### config.mk
export PLATFORM = sky130hd
export DESIGN_NAME = watchdog_mc
export DESIGN_NICKNAME = d
export VERILOG_FILES = /design/src/rtl/watchdog_mc.sv
export SDC_FILE = /design/constraint.sdc
export NUM_CORES = 1
export LEC_CHECK = 0
export ABC_AREA = 1
export CELL_PAD_IN_SITES_DETAIL_PLACEMENT = 0
export CELL_PAD_IN_SITES_GLOBAL_PLACEMENT = 2
export CORE_MARGIN = 2
export CORE_UTILIZATION = 32
export DETAILED_ROUTE_END_ITERATION = 10
export GPL_TIMING_DRIVEN = 0
export HOLD_SLACK_MARGIN = 0.08
export PLACE_DENSITY_LB_ADDON = 0.2
export SYNTH_ARGS = -nofsm -noshare
export SYNTH_HDL_FRONTEND = slang
export SYNTH_SLANG_ARGS = --single-unit
### constraint.sdc
create_clock -name i_clk_p -period 1.8 [get_ports i_clk_p]
set_input_delay 0.27 -clock i_clk_p [delete_from_list [all_inputs] [get_ports i_clk_p]]
set_output_delay 0.27 -clock i_clk_p [all_outputs]
set_load 0.1 [all_outputs]
### src/rtl/watchdog_mc.sv
// Multi-channel watchdog: CH down-counting timers sharing one programmable prescaler.
// Each channel is periodic or one-shot, can be kicked, and owns a sticky expiry flag.
module watchdog_mc #(
   parameter int unsigned N  = 12,
   parameter int unsigned CH = 4,
   parameter int unsigned PW = 8,
   localparam int unsigned SW = $clog2(CH)
) (
   input  logic          i_clk_p,
   input  logic          i_rst_p,
   input  logic          i_we,
   input  logic [SW-1:0] i_ch_sel,
   input  logic [N-1:0]  i_cycles,
   input  logic          i_mode,
   input  logic          i_presc_we,
   input  logic [PW-1:0] i_presc,
   input  logic [CH-1:0] i_kick,
   input  logic [CH-1:0] i_clr,
   output logic [CH-1:0] o_inter,
   output logic [CH-1:0] o_flag,
   output logic          o_irq,
   output logic [CH-1:0] o_active
);

   typedef enum logic [1:0] {
      StIdle    = 2'd0,
      StRun     = 2'd1,
      StExpired = 2'd2
   } state_e;

   state_e        state_q  [CH];
   state_e        state_d  [CH];
   logic [N-1:0]  count_q  [CH];
   logic [N-1:0]  count_d  [CH];
   logic [N-1:0]  reload_q [CH];
   logic [N-1:0]  reload_d [CH];
   logic [CH-1:0] mode_q, mode_d;
   logic [CH-1:0] inter_q, inter_d;
   logic [CH-1:0] flag_q, flag_d;
   logic [CH-1:0] active_q, active_d;
   logic [CH-1:0] expire;
   logic          irq_q, irq_d;
   logic [PW-1:0] pc_q, pc_d;
   logic [PW-1:0] presc_q, presc_d;
   logic          tick;

   // Shared prescaler: a divisor write restarts the phase and suppresses the tick.
   always_comb begin
      tick    = (pc_q == presc_q) && !i_presc_we;
      presc_d = i_presc_we ? i_presc : presc_q;
      if (i_presc_we || tick) begin
         pc_d = '0;
      end else begin
         pc_d = pc_q + 1'b1;
      end
   end

   // Per-channel next state; write beats kick beats tick, so either one masks an expiry.
   always_comb begin
      state_d  = state_q;
      count_d  = count_q;
      reload_d = reload_q;
      mode_d   = mode_q;
      expire   = '0;
      for (int k = 0; k < CH; k++) begin
         if (i_we && (i_ch_sel == SW'(k))) begin
            reload_d[k] = i_cycles;
            count_d[k]  = i_cycles;
            mode_d[k]   = i_mode;
            state_d[k]  = (i_cycles != '0) ? StRun : StIdle;
         end else if (i_kick[k] && (state_q[k] != StIdle)) begin
            count_d[k] = reload_q[k];
            state_d[k] = StRun;
         end else if ((state_q[k] == StRun) && tick) begin
            if (count_q[k] != '0) begin
               count_d[k] = count_q[k] - 1'b1;
            end else begin
               expire[k] = 1'b1;
               if (mode_q[k]) begin
                  state_d[k] = StExpired;
               end else begin
                  count_d[k] = reload_q[k];
               end
            end
         end
      end
   end

   // Output next state; an expiry outranks a flag clear in the same cycle.
   always_comb begin
      inter_d  = expire;
      flag_d   = expire | (flag_q & ~i_clr);
      irq_d    = |flag_q;
      active_d = '0;
      for (int k = 0; k < CH; k++) begin
         active_d[k] = (state_d[k] == StRun);
      end
   end

   // State registers with synchronous reset.
   always_ff @(posedge i_clk_p) begin
      if (i_rst_p) begin
         for (int k = 0; k < CH; k++) begin
            state_q[k]  <= StIdle;
            count_q[k]  <= '0;
            reload_q[k] <= '0;
         end
         mode_q   <= '0;
         inter_q  <= '0;
         flag_q   <= '0;
         active_q <= '0;
         irq_q    <= 1'b0;
         pc_q     <= '0;
         presc_q  <= '0;
      end else begin
         state_q  <= state_d;
         count_q  <= count_d;
         reload_q <= reload_d;
         mode_q   <= mode_d;
         inter_q  <= inter_d;
         flag_q   <= flag_d;
         active_q <= active_d;
         irq_q    <= irq_d;
         pc_q     <= pc_d;
         presc_q  <= presc_d;
      end
   end

   assign o_inter  = inter_q;
   assign o_flag   = flag_q;
   assign o_irq    = irq_q;
   assign o_active = active_q;

endmodule
# Word-level counts from Yosys, hierarchy flattened
# Index checks and enable logic that the tools add are counted.
[totals]
wordCells = 138
out_inout_bits = 13
reg_bits = 137
input_bits = 35
[classes]
muxes = 57
n_reduce_logical = 35
n_bitwise = 3
n_eq_ne = 16
addsub = 5
[op_table]
columns = ["op", "count"]
rows = [
  ["two-way mux 12 bit", 20],
  ["nonzero test 12 bit", 5],
  ["subtractor 12 x 1 -> 12 bit (second input constant)", 4],
  ["two-way mux 2 bit", 20],
  ["== test 2 x 1 -> 1 bit (second input constant)", 9],
  ["two-way mux 1 bit", 17],
  ["!= test 4 x 1 -> 1 bit (second input constant)", 4],
  ["logical AND 1 bit", 13],
  ["nonzero test 3 bit", 4],
  ["adder 8 x 1 -> 8 bit (second input constant)", 1],
  ["== test 8 bit", 1],
  ["AND reduction 2 bit", 4],
  ["nonzero test 2 bit", 4],
  ["bitwise AND 4 bit", 1],
  ["== test 2 bit (second input constant)", 2],
  ["inverter 4 bit", 1],
  ["bitwise OR 4 bit", 1],
  ["OR reduction 4 bit", 1],
  ["zero test 2 bit", 1],
  ["OR reduction 2 bit", 1],
  ["zero test 1 bit", 1],
  ["logical OR 1 bit", 1],
]

# Depth between registers and ports, before layout
# Gate-level depths: netlist (run 1).
[depth]
ltp_word = 7
ltp_mapped = 13
mapped_depth_nobuf = 12

# Worst setup path after synthesis (run 1)
# No wires, ideal clock.
[synth_timing]
kind = "register to register"
start = "reg count_q[0] in the netlist's numbering"
end = "reg count_q[10] in the netlist's numbering"
setup_ns = 0.064
arrival_ns = 1.480
required_ns = 1.736
path_slack_ns = 0.256
period_less_slack_ns = 1.544
stages_incl_launch_ff = 12
n_path_buf = 1
cell_sequence = "dfxtp_1 inv_1 ha_1 nand2_1 nor2_1 nand2_1 nor2_1 nand4_1 nand2_2 buf_2 nor2_1 nor2_1"
[synth_via]
elab_chain_len = 5
word_cells_on_any_way = 8
cone_classes = "1 x add/sub; 1 x eq/ne; 4 x mux; 2 x reduce/logical"
[synth_rtl]
columns = ["item", "line_no", "rtl"]
rows = [
  ["from (decl)", "33", "logic [N-1:0] count_q [CH];"],
  ["from (signal assigned)", "117", "count_q <= count_d;"],
  ["subtractor 12 x 1 -> 12 bit / nonzero test 12 bit (equally long branches)", "76, 75", ""],
  ["two-way mux 12 bit", "75", "if (count_q[k] != '0) begin"],
  ["two-way mux 12 bit", "74", "end else if ((state_q[k] == StRun) && tick) begin"],
  ["two-way mux 12 bit", "71", "end else if (i_kick[k] && (state_q[k] != StIdle)) begin"],
  ["two-way mux 12 bit", "66", "if (i_we && (i_ch_sel == SW'(k))) begin"],
]
# Several ways; a longest one is shown, not always the timed one. The select of a mux whose other input is x is not followed.
# A chain may end at the register's enable or synchronous reset.

# Final worst setup path (run 1)
[layout_timing]
start = "reg count_q[0] in the netlist's numbering"
end = "reg count_q[2] in the netlist's numbering"
# The elaborated chain is that of the path after synthesis.

==> flow_summary.yaml, run 1 <==
cts:
  tritoncts: "built"
  cts.htree.levels: 4
  cts-root-buf: "clkbuf_16"
  cts.sinks: 137
  cts_inserted_buffers: 17
  path_clk_slew_ps: 60
  cts_buffer_depth: 2
  cts_hold_buf: 0
  clk_latency_ps: 430
timing:
  tns_ps: 0
  fmax_mhz: 570.9
  skew_ps: 7.655
  slew_violations: 0
  finalCritPeriodShare_pct: 97.32
  relSlewSlack_pct: 51.87
  hold_ws_ps: 434.2
  finalCriticalPeriod_ps: 1752
  worst_pin_slew_ps: 721.9
  rsz0062_at_grt: "true"
  hold_viol_final: 0
  setup_viol: 0
yosys:
  yosysSeqAreaShare_pct: 36.53
  synthArstFlopShare_pct: 0
  synth_area_per_cell_sq_um: 6.170
  synth-edff-count: 0
  synth_cells: 1217
  syn-num-nets: 1261
  synth_area_sq_mm: 0.007508
  yosysWarningCount: 0
  ys_types: 37
  synthFlopType: "dfxtp_1"
  ys_ff_latch: 137
power:
  pwr-share-seq_pct: 31.8
  clockPowerShare_pct: 38.2
  p_per_area_mw_per_mm2: 1077
  ir_drop_v: 0.0004177
  internal-power_mw: 6.993
  power_leakage_nw: 4.696
  switching_share_pct: 34.32
  switchingPower_mw: 3.654
  comb_power_share_pct: 30.0
detailed_routing:
  vias: 7662
  drt-total-wl_mm: 25.79
  via_per_inst: 4.666
  drtIter0Drc: 429
  dr.pass1.iters: 5
  drt-wirelength-per-cell_microns: 15.70
  drtAntennaViolNets: 0
  drc: 0
placed_design:
  dpl.hpwl_mm: 18.09
  portBuffers: 47
  placed_area_sq_mm: 0.008378
  place_congestion: 0.8008
  dp_cells: 1583
final_layout:
  instances_no_fill: 1642
  stdcell_area_sq_mm: 0.009887
  antennaDiodeCount: 0
  syn_to_final_growth_pct: 31.68
  mostFrequentLayoutCells: "nand2_1 (399), nor2_1 (169), dfxtp_1 (130)"
  drive_gt1_share_pct: 18.44
  nNetsFinal: 1354
  final_core_util_pct: 42.50
  final_common_cell: "nand2_1"
critical_path:
  endpoint: "count_q[2]"
  critPathKind: "flip-flop to flip-flop"
  cp_data_required_time_ps: 2130
  cp-end-kind: "flip-flop"
  rr_startpoint: "count_q[0]"
  crit_path_start_kind: "flip-flop"
  crit_fanout: 6
  worstPathArrival_ps: 2080
  r2r.worst_path.cells: 13
  crit_start: "count_q[0]"
  worstReg2RegEnd: "count_q[2]"
  reg2reg_setup_slack_ps: 50
floorplanning:
  io_pins: 48
  die_h_microns: 157.2
  core_sq_mm: 0.02326
  start_util_pct: 32.28
  dieArea_sq_mm: 0.02471
  die_w_microns: 157.2
  rows: 56
global_routing:
  grt.overflow.total: 0
  antenna_found_initial: 0
  grt_pass1_vias: 7182
  grt_start_max_net_pins: 17
  grt_pass1_wl_mm: 39.85
  grtUsageTotal_pct: 21.38
run_status:
  outcome: "finished clean"
min_path:
  worstHoldPathType: "primary input to flip-flop"
  whs_path_depth: 3
flow_run:
  maxCapViolCount: 0
Yosys cell counts, types with 11 or more instances:
library cell	count	share of area, %
o21ai_0	51	3.4
nand2_1	434	22
inv_2	16	0.80
inv_1	108	5.4
clkbuf_1	15	0.75
buf_2	15	1.0
xor2_1	15	1.7
nand4_1	14	1.2
nand3_1	63	4.2
nor2_1	201	10
nand2_2	11	0.92
a21oi_1	67	4.5
dfxtp_1	137	37
metrics by stage:
step	power, mW	setup slack [ps]
after floorplan	5.417	256.5
after global placement	6.208	-634.0
after detailed placement	6.188	-635.3
after CTS	10.37	2.486
after global routing	11.31	-82.78
final	10.65	48.32
state kept, by name (all words and copies together), names as in the netlist:
register / cells
presc_q: 8
o_flag: 4
o_inter: 4
state_q: 8
o_active: 4
reload_q: 48
count_q: 48
pc_q: 8
o_irq: 1
mode_q: 4
layout make-up:
class                   instances  area (sq um)
clock buffers                  22         484.2
inverters                     125         474.2
multi-input cells             919          4536
fillers                      2547         13380
flip-flops and latches        137          2756
well taps                     319         399.1
plain buffers                  36         284.0
repair buffers                 74         764.5
clock inverters                10         188.9
per-layer routing:
| metal | track usage (%) | vias to the layer above | part of all wire, % |
|---|---|---|---|
| met4 | 5.152 | 0 | 1.3 |
| met3 | 2.974 | 21 | 3.2 |
| met5 | 0 | - | 0 |
| met1 | 28.84 | 3505 | 49 |
| met2 | 36.06 | 124 | 47 |
| li1 | - | 4012 | - |
critical path, stage by stage, from the launching register on:
cell and delay (ps):
dfxtp_1 310, inv_2 120, ha_4 150, nand2_1 50, nor2_2 130, nand2_2 90, nor2_4 130, nand4_1 110
buf_4 180, nand2_8 90, clkbuf_16 160, nand2_2 40, nand2_1 50, nor2_1 40
how the worst min path moves through the flow:
stage                       from           end  slack (ps)
CTS                     i_clr[3]     o_flag[3]         430
floorplan               i_clr[3]     o_flag[3]         380
detailed placement  reload_q[12]  reload_q[12]         460
global route            i_clr[3]     o_flag[3]         440
global placement    reload_q[12]  reload_q[12]         450
finish               i_cycles[5]  reload_q[29]         430
power groups by stage:
stage | Clock [mW] | Combinational (mW) | Sequential [mW]
after floorplan | 0 | 1.95 | 3.47
after global placement | 0 | 2.77 | 3.44
after detailed placement | 0 | 2.75 | 3.44
after CTS | 4.15 | 2.84 | 3.38
after global routing | 4.27 | 3.64 | 3.41
final | 4.07 | 3.20 | 3.39
logic make-up (layout without fill, tap and decap cells):
logic type,Yosys count,count (layout),share of synthesized area (%)
flip-flops,137,137,36.53
AO/OA/AOI/OAI,135,135,9.265
adder cells (fa/ha/maj),9,9,1.500
XOR/XNOR,16,16,1.866
AND/OR/NAND/NOR,759,759,42.09
buffers and inverters,161,267,8.748
repair_timing:
action,CTS,global route
pin swaps,6,31
gates cloned,0,4
setup endpoints to repair,93,68
buffers inserted,8,15
resized for setup,70,154
No activity file was read; power rests on OpenSTA's default activity.
==> run 2: changes to the inputs <==
CTS_BUF_LIST = sky130_fd_sc_hd__clkbuf_16   (was default)
SLEW_MARGIN = 20   (was default)
==> flow_summary.yaml, run 2 (same netlist as run 1, synthesis figures left out) <==
global_routing:
  antenna_found_initial: 0
  grt_pass1_vias: 7168
  grtUsageTotal_pct: 21.33
  grt.overflow.total: 0
  grt_start_max_net_pins: 17
  grt_pass1_wl_mm: 39.81
detailed_routing:
  vias: 7687
  via_per_inst: 4.676
  drt-total-wl_mm: 25.93
  drt-wirelength-per-cell_microns: 15.77
  dr.pass1.iters: 4
  drc: 0
  drtIter0Drc: 406
  drtAntennaViolNets: 0
power:
  ir_drop_v: 0.0004174
  internal-power_mw: 6.833
  pwr-share-seq_pct: 32.2
  clockPowerShare_pct: 37.0
  power.total_mw: 10.49
  comb_power_share_pct: 30.8
  power_leakage_nw: 4.676
  p_per_area_mw_per_mm2: 1065
  switchingPower_mw: 3.661
  switching_share_pct: 34.88
critical_path:
  crit_fanout: 5
  cp-end-kind: "flip-flop"
  critPathKind: "flip-flop to flip-flop"
  crit_path_start_kind: "flip-flop"
  cp_data_required_time_ps: 2130
  worstPathArrival_ps: 2090
cts:
  tritoncts: "built"
  cts-root-buf: "clkbuf_16"
  path_clk_slew_ps: 70
  cts_inserted_buffers: 17
  cts_buffer_depth: 2
  cts.htree.levels: 4
  cts.sinks: 137
  clk_latency_ps: 430
timing:
  skew_ps: 10.10
  relSlewSlack_pct: 50.69
  tns_ps: 0
  hold_viol_final: 0
  slew_violations: 0
  rsz0062_at_grt: "true"
  setup_viol: 0
  finalCritPeriodShare_pct: 97.99
  hold_ws_ps: 445.6
  finalCriticalPeriod_ps: 1764
  worst_pin_slew_ps: 739.7
  fmax_mhz: 566.9
run_status:
  outcome: "finished clean"
floorplanning:
  die_h_microns: 157.2
  io_pins: 48
  dieArea_sq_mm: 0.02471
  rows: 56
  die_w_microns: 157.2
  start_util_pct: 32.28
  core_sq_mm: 0.02326
final_layout:
  mostFrequentLayoutCells: "nand2_1 (399), nor2_1 (169), dfxtp_1 (130)"
  final_common_cell: "nand2_1"
  stdcell_area_sq_mm: 0.009857
  nNetsFinal: 1356
  top_regs: "count_q (48), reload_q (48)"
  antennaDiodeCount: 0
  drive_gt1_share_pct: 18.26
  final_core_util_pct: 42.37
  syn_to_final_growth_pct: 31.28
min_path:
  worstHoldPathType: "primary input to flip-flop"
placed_design:
  place_congestion: 0.8008
  dpl.hpwl_mm: 18.09
  placed_area_sq_mm: 0.008378
  portBuffers: 47
flow_run:
  maxCapViolCount: 0
==> run 2: cell count changes in the layout (fill, tap and decap cells not counted), sizes merged <==
cell,delta
clkbuf,-6
clkinv,+4
buf,+3
clkdlybuf4s50,+2
dlymetal6s2s,-2
inv,+1
==> run 2: through the flow <==
step                      std cells  setup WS [ps]
after floorplan                1217          256.5
after global placement         1583         -634.0
after detailed placement       1583         -635.3
after CTS                      1623         0.8671
after global routing           1644         -76.95
final                          1644          36.11
==> run 2: area by class of cell <==
class / count / area (sq um)
multi-input combinational: 919 / 4529
inverter: 125 / 474.2
tap: 319 / 399.1
clock inverter: 15 / 207.7
buffer: 36 / 281.5
sequential: 137 / 2756
timing repair buffer: 76 / 783.3
fill: 2543 / 13410
clock buffer: 17 / 425.4
==> run 2: path summary, 6_finish.rpt <==
check	end	cells after the start	start	slack [ps]
setup / recovery	count_q[2]	12	count_q[1]	40
hold / removal	o_flag[3]	2	i_clr[3]	450
setup reg to reg	count_q[2]	12	count_q[1]	40
hold reg to reg	pc_q[0]	1	pc_q[0]	450
==> run 2: critical path: stages (launching register included) <==
cell	delay, ps
dfxtp_1	310
inv_2	110
ha_4	150
nand2_2	60
nor2_4	100
nand2_2	70
nor2_4	120
nand4_1	230
nand2_8	190
clkbuf_16	170
nand2_2	40
nand2_1	50
nor2_1	40
==> run 2: power by group through the flow <==
stage	clock network (mW)	logic (mW)	registers, mW
final	3.88	3.23	3.38
after global routing	4.09	3.66	3.41
after CTS	3.97	2.84	3.38
after detailed placement	0	2.75	3.44
after global placement	0	2.77	3.44
after floorplan	0	1.95	3.47
==> run 2: what timing repair did <==
item                       CTS  global route
buffers inserted             8            17
setup endpoints to repair   95            68
hold buffers                 0             0
gates cloned                 0             4
resized for setup           71           149
pin swaps                    6            29
==> run 2: layer usage <==
| metal | up-vias | track usage, % | part of all wire [%] |
|---|---|---|---|
| met5 | - | 0 | 0 |
| met4 | 0 | 4.892 | 1.2 |
| met3 | 20 | 2.974 | 3.7 |
| met2 | 149 | 35.97 | 46 |
| met1 | 3509 | 28.88 | 49 |
| li1 | 4009 | - | - |
==> run 3: changes to the inputs <==
SLEW_MARGIN = default   (was 20)
clock period = 1.9 ns   (was 1.8 ns; I/O delays follow)
==> flow_summary.yaml, run 3 (same netlist as run 1, synthesis figures left out) <==
run_status:
  outcome: "finished clean"
min_path:
  worstHoldPathType: "flip-flop to flip-flop"
  min_from: "pc_q[0]"
placed_design:
  dp_slack_ps: -550.3
  portBuffers: 47
  dpl.hpwl_mm: 18.09
  place_congestion: 0.8008
detailed_routing:
  vias: 7485
  drtAntennaViolNets: 0
  drt-total-wl_mm: 25.17
  drc: 0
  drtIter0Drc: 406
  via_per_inst: 4.606
  drt-wirelength-per-cell_microns: 15.49
  dr.pass1.iters: 5
critical_path:
  crit_chain: "dlygate4sd2_1"
  crit_path_start_kind: "flip-flop"
  critPathTopFamily: "buffers and inverters"
  path_buf_inv: 1
  rr_startpoint: "count_q[36]"
  slowest_delay_ps: 840
  crit_start: "o_active[1]"
  cpMaxStageDelayCell: "dlygate4sd2_1"
  cp-end-kind: "output port"
  worstPathArrival_ps: 1570
  crit_fanout: 1
  critPathKind: "flip-flop to output port"
  cp_data_required_time_ps: 1620
global_routing:
  grt_start_max_net_pins: 17
  grt_pass1_wl_mm: 39.48
  grt_pass1_vias: 7090
  grtUsageTotal_pct: 21.16
  antenna_found_initial: 0
  grt.overflow.total: 0
timing:
  finalCriticalPeriod_ps: 1855
  setup_viol: 0
  relSlewSlack_pct: 36.37
  hold_ws_ps: 452.5
  hold_viol_final: 0
  fmax_mhz: 539.0
  final.setup.worst_slack_ps: 44.58
  finalCritPeriodShare_pct: 97.65
  slew_violations: 0
  skew_ps: 10.56
  worst_pin_slew_ps: 958.2
cts:
  cts.sinks: 137
  cts_inserted_buffers: 17
  tritoncts: "built"
  clk_latency_ps: 430
  cts_buffer_depth: 2
  path_clk_slew_ps: 70
  cts-root-buf: "clkbuf_16"
  cts.htree.levels: 4
power:
  ir_drop_v: 0.0004143
  power_leakage_nw: 4.553
  power.total_mw: 9.622
  p_per_area_mw_per_mm2: 1035
floorplanning:
  io_pins: 48
  core_sq_mm: 0.02326
  start_util_pct: 32.28
  die_h_microns: 157.2
  rows: 56
  die_w_microns: 157.2
  dieArea_sq_mm: 0.02471
final_layout:
  multi_input_area_sq_mm: 0.004238
  syn_to_final_growth_pct: 23.83
  drive_gt1_share_pct: 11.18
  antennaDiodeCount: 0
  mostFrequentLayoutCells: "nand2_1 (428), nor2_1 (191), dfxtp_1 (133)"
  top_regs: "count_q (48), reload_q (48)"
  seqCellArea_sq_mm: 0.002748
  final_core_util_pct: 39.97
  nNetsFinal: 1337
  n_fill_cell: 2590
  final_common_cell: "nand2_1"
flow_run:
  maxCapViolCount: 0
[run 3: cell count changes in the layout (fill, tap and decap cells not counted), moves of 5 or more]
cell             delta
inv_1               +6
nor2_2             -15
clkdlybuf4s15_2    -12
buf_4              -14
nand2_1            +29
nand2_2            -19
nand2_4             -8
nor2_1             +22
nor2_4              -7
inv_2               -6
dlygate4sd2_1       +5
[run 3: final timing paths]
path,end,slack (ps),cells past startpoint
worst max-delay path,o_active[1],40,1
worst min-delay path,pc_q[0],450,1
worst max register to register,count_q[36],130,12
worst min register to register,pc_q[0],450,1
[run 3: metrics by stage]
stage	cells	area [sq um]	TNS, ps
after CTS	1615	9032	0
after detailed placement	1583	8378	-42340
after floorplan	1217	7508	0
final	1625	9298	0
after global routing	1625	9298	-15.78
after global placement	1583	8378	-42140
[run 3: cell type report]
type                       instances  area share, %
sequential                       137          29.55
clock inverter                    15          2.234
buffer                            36          2.557
inverter                         125          5.100
multi-input combinational        919          45.58
timing repair buffer              57          6.110
tap                              319          4.293
clock buffer                      17          4.575
[run 3: timing repair]
action | CTS | global route
gates cloned | 0 | 1
endpoints found under the setup margin | 45 | 89
gates resized for setup | 31 | 72
pin swaps | 1 | 10
setup buffers | 0 | 9
hold buffers | 0 | 0
[run 3: layer usage]
metal	part of all wire (%)	track usage [%]	up-vias
li1	-	-	3970
met1	50	28.76	3364
met2	46	35.75	135
met3	3.4	2.891	16
met4	0.85	4.545	0
met5	0	0	-
[run 3: where the power goes]
| part | switching [mW] | internal (mW) | leakage (nW) |
|---|---|---|---|
| clock network | 1.36 | 2.31 | 0.308 |
| logic | 1.79 | 0.952 | 3.12 |
| registers | 0.140 | 3.07 | 1.12 |
| total | 3.29 | 6.33 | 4.55 |
